===== config.mk =====
export PLATFORM = sky130hd
export DESIGN_NAME = dm_store_buffer
export DESIGN_NICKNAME = d
export VERILOG_FILES = /design/src/rtl/dm_store_buffer.sv
export SDC_FILE = /design/constraint.sdc
export NUM_CORES = 1
export LEC_CHECK = 0
export CORE_MARGIN = 4
export CORE_UTILIZATION = 45
export CTS_CLUSTER_SIZE = 28
export DETAILED_ROUTE_END_ITERATION = 10
export PLACE_DENSITY = 0.86
export SYNTH_ARGS = -nofsm -noshare
export SYNTH_HDL_FRONTEND = slang
export SYNTH_SLANG_ARGS = --single-unit

===== constraint.sdc =====
create_clock -name clk -period 10.67 [get_ports clk]
set_input_delay 3.201 -clock clk [delete_from_list [all_inputs] [get_ports clk]]
set_output_delay 3.201 -clock clk [all_outputs]
set_load 0.005 [all_outputs]

===== src/rtl/dm_store_buffer.sv =====
// dm_store_buffer: MEM-stage store buffer.
// Checks store alignment, formats sb/sh/sw into word address + byte enables
// + lane-replicated data, queues them in a small FIFO drained over
// valid/ready, and flags loads whose word matches a pending store.
module dm_store_buffer #(
    parameter int DEPTH = 2,
    parameter int PTR_W = 1
) (
    input  logic             clk,
    input  logic             reset,
    input  logic             st_valid,
    input  logic [1:0]       st_type,
    input  logic [31:0]      st_addr,
    input  logic [31:0]      st_data,
    output logic             st_ready,
    output logic             st_exc,
    input  logic             ld_valid,
    input  logic [31:0]      ld_addr,
    output logic             ld_hit,
    output logic             mem_valid,
    output logic [31:0]      mem_addr,
    output logic [3:0]       mem_byteen,
    output logic [31:0]      mem_wdata,
    input  logic             mem_ready,
    output logic [PTR_W:0]   count
);

    localparam logic [PTR_W:0]   FULL_COUNT = (PTR_W + 1)'(DEPTH);
    localparam logic [PTR_W:0]   CNT_ONE    = (PTR_W + 1)'(1);
    localparam logic [PTR_W-1:0] PTR_ONE    = PTR_W'(1);

    // Entry storage: word address bits [31:2], byte enables, write data.
    logic [29:0] addr_reg   [DEPTH];
    logic [3:0]  byteen_reg [DEPTH];
    logic [31:0] wdata_reg  [DEPTH];

    logic [PTR_W-1:0] rd_ptr_reg, rd_ptr_next;
    logic [PTR_W-1:0] wr_ptr_reg, wr_ptr_next;
    logic [PTR_W:0]   count_reg, count_next;

    logic        misaligned;
    logic [3:0]  fmt_byteen;
    logic [31:0] fmt_wdata;
    logic        enq;
    logic        deq;
    logic [DEPTH-1:0] entry_hit;

    // Alignment check and lane formatting of the incoming store.
    always_comb begin
        misaligned = 1'b0;
        fmt_byteen = 4'b0000;
        fmt_wdata  = 32'h0;
        case (st_type)
            2'b01: begin
                fmt_byteen = 4'b0001 << st_addr[1:0];
                fmt_wdata  = {4{st_data[7:0]}};
            end
            2'b10: begin
                misaligned = st_addr[0];
                fmt_byteen = st_addr[1] ? 4'b1100 : 4'b0011;
                fmt_wdata  = {2{st_data[15:0]}};
            end
            2'b11: begin
                misaligned = (st_addr[1:0] != 2'b00);
                fmt_byteen = 4'b1111;
                fmt_wdata  = st_data;
            end
            default: ;
        endcase
    end

    assign st_ready  = (count_reg != FULL_COUNT);
    assign st_exc    = st_valid & misaligned;
    assign enq       = st_valid & (st_type != 2'b00) & ~misaligned & st_ready;
    assign mem_valid = (count_reg != '0);
    assign deq       = mem_valid & mem_ready;
    assign count     = count_reg;

    // Head entry drives memory; zeros when the buffer is empty.
    assign mem_addr   = mem_valid ? {addr_reg[rd_ptr_reg], 2'b00} : 32'h0;
    assign mem_byteen = mem_valid ? byteen_reg[rd_ptr_reg] : 4'b0000;
    assign mem_wdata  = mem_valid ? wdata_reg[rd_ptr_reg] : 32'h0;

    // Next pointer/occupancy values from the enqueue/dequeue pair.
    always_comb begin
        rd_ptr_next = deq ? rd_ptr_reg + PTR_ONE : rd_ptr_reg;
        wr_ptr_next = enq ? wr_ptr_reg + PTR_ONE : wr_ptr_reg;
        count_next  = count_reg;
        case ({enq, deq})
            2'b10:   count_next = count_reg + CNT_ONE;
            2'b01:   count_next = count_reg - CNT_ONE;
            default: count_next = count_reg;
        endcase
    end

    // Pointer and occupancy registers; reset discards all pending entries.
    always_ff @(posedge clk) begin
        if (reset) begin
            rd_ptr_reg <= '0;
            wr_ptr_reg <= '0;
            count_reg  <= '0;
        end else begin
            rd_ptr_reg <= rd_ptr_next;
            wr_ptr_reg <= wr_ptr_next;
            count_reg  <= count_next;
        end
    end

    // Entry payload write; contents are only meaningful while occupied.
    always_ff @(posedge clk) begin
        if (enq && !reset) begin
            addr_reg[wr_ptr_reg]   <= st_addr[31:2];
            byteen_reg[wr_ptr_reg] <= fmt_byteen;
            wdata_reg[wr_ptr_reg]  <= fmt_wdata;
        end
    end

    // Per-entry load hazard: entry occupied and same word address.
    genvar gi;
    generate
        for (gi = 0; gi < DEPTH; gi++) begin : g_hit
            logic [PTR_W-1:0] slot_off;
            assign slot_off      = PTR_W'(gi) - rd_ptr_reg;
            assign entry_hit[gi] = ({1'b0, slot_off} < count_reg) &&
                                   (addr_reg[gi] == ld_addr[31:2]);
        end
    endgenerate

    assign ld_hit = ld_valid & (|entry_hit);

endmodule


==> metrics.txt <==
Max VDD drop=0.000114 V; Routed wire per std cell=19.4 um; initial antenna violation count=0; Final Critical Period=around 8.6 ns; asr flop ratio synth=0; Port Buf Inserts=172; Global Route Usage Sum=0.202; Iter 0 DRT Violations=294; Cell Area, Synth=6440 um^2; Layout area overhead=37.8%; Site Rows=43; vias in the first global route=4757; Worst path max stage delay=0.53 ns; Synth area leaders=edfxtp_1 62%, mux2i_1 13%, xnor2_1 6.9%; crit path max fanout=2; Ant. Diodes=0; Layout Skew=0.00520 ns; final period utilization=0.802; Final ANT Viol Nets=0; CTS root buffer=clkbuf_16; Critical Path Start=ld_addr[23]; Hold Violations, Final=0; Startpoint Class=input pin; die area=16300 um^2; Layout Cells excl Fill=848; Crit Path Class=input pin to output port; setup ws final=2.11 ns; Critical Path, Cell by Cell=clkdlybuf4s50_1 -> xnor2_1 -> nand4_1 -> nor4_1 -> nand4_1 -> a21boi_1 -> clkdlybuf4s50_1; CP arrival=5.36 ns; layout cell share with drive strength beyond 1=0.0629; leading area contributor after synthesis=edfxtp_1; wirelength, routed=between 15 and 20 mm; worst rel slew slack=0.358; pre-CTS setup slack=2.13 ns; pin count of the biggest net entering global routing=67; Die Span X=between 100 and 150 um; Hold Crit Class=register to register; Clock Pin Slew Worst Setup and Hold Paths=0.05 ns; outcome=completed; first-pass iteration count of the detailed router=5; Synth Register Bits=137; Setup Buffers After CTS=0; Mapped Cells=just under 500; Ports=177; Sum Neg Setup Slack=0 ns; Critical-path top delay cell=clkdlybuf4s50_1; CTS buffer count=17; leading cell type by number of instances after synthesis=edfxtp_1; final setup violation count=0; sequential fraction of the synthesis area=0.631; Initial Util=0.462; Die Y=128 um; Via density=5.30; Ys Warns=0; routed via count=between 4000 and 5000; power density cells=about 200 nW/um^2; leak pwr=2.93 nW; Finished Core Util=0.637; post-DP HPWL=11.5 mm; Mapped Avg Cell Area=13.3 um^2; synth unique cells=32; worst endpoint required time=roughly 7.5 ns; placer congestion estimate=roughly 0.9; Worst Max-Slew Pin Slew=0.963 ns; fin. max-slew vios=0; Fmax achieved=~120 MHz; CTS tree=yes; CTS H-tree depth=4; hold buffers post-CTS=0; max FFs per register=64; max-cap violation count=0; commonest cells in the netlist=132 x edfxtp_1, 82 x mux2i_1, 73 x nor2_1, 51 x xnor2_1, 20 x o21ai_0; Placed Cells incl. Taps=816; first-pass GRT wire length=between 20 and 30 mm; Post-synth EDFFs=between 100 and 150; RSZ-0062 raised after global routing=false; Core ar.=13900 um^2; min-delay src=wr_ptr_reg; Yosys top cell area share=0.616; Clock Path Buffers=2; Synth Flop Type=edfxtp_1; # DRC=0; gr ovfl total=0; Crit. End Element=output port; Post-layout nets=759; Clock Sinks=137; final hold slack=0.567 ns; r2r startpoint=count[0]; Resized cells post-CTS=0; Clock Latency Late Sink=0.41 ns
kinds of logic after synthesis:
family,synth area share
multiplexers,0.128
flip-flops,0.631
buffers and inverters,0.0227
adder cells (fa/ha/maj),0.00194
AND/OR/NAND/NOR,0.0939
other,0.000583
AO/OA/AOI/OAI,0.0350
XOR/XNOR,0.0871
cell usage in the layout, fill, tap and decap left out, types with 2 or more instances in the layout:
cell type	count
nor2_1	72
edfxtp_1	132
inv_1	4
o21ai_0	20
nor2b_1	10
nand3_1	8
bufinv_16	2
clkinv_1	2
clkinv_4	2
nand2_1	12
xnor2_1	51
clkinv_2	5
a21oi_1	7
conb_1	2
dfxtp_1	4
clkbuf_16	17
nand4_1	13
a22o_1	8
xor2_1	13
clkdlybuf4s50_1	171
mux2i_1	82
nor4_1	5
nor2_2	2
buf_4	5
clkinvlp_4	3
per-layer routing:
metal  track usage  vias to the layer above  part of all wire
met5             0                        -                 0
met4        0.0743                        0             0.019
met3        0.0606                       18             0.086
met2         0.335                      231              0.49
met1         0.251                     2146              0.40
li1              -                     2100                 -
through the flow:
stage,power (mW),cell area (um^2)
2_1_floorplan,0.928,6440
3_3_place_gp,1.24,8310
3_5_place_dp,1.25,8310
4_1_cts,1.80,8870
5_1_grt,1.87,8870
6_report,1.78,8870
area by class of cell:
cell class                 instances  area [um^2]
clock inverter                    14          133
fill                            1030         5060
inverter                           4         15.0
timing repair buffer             177         1750
multi-input combinational        318         2250
clock buffer                      18          429
tap                              180          225
sequential                       137         4070
where the power goes:
group	internal, mW	leakage, nW	total (mW)	switching [mW]
registers	0.625	1.25	0.660	0.0354
clock network	0.340	0.270	0.553	0.213
logic	0.314	1.41	0.569	0.255
critical path: cells and delay by family:
kind            cells  cell delay [ns]
compound gates      1             0.19
xor+xnor            1             0.15
buf+inv             2             1.05
simple gates        3             0.77
worst paths after layout:
check | endpoint | slack [ns] | cells after the start
hold reg to reg | wr_ptr_reg | 0.57 | 2
setup reg to reg | count[1] | 7.93 | 7
setup / recovery | ld_hit | 2.11 | 7
hold / removal | wr_ptr_reg | 0.57 | 2
(Power assumes the default switching activity.)
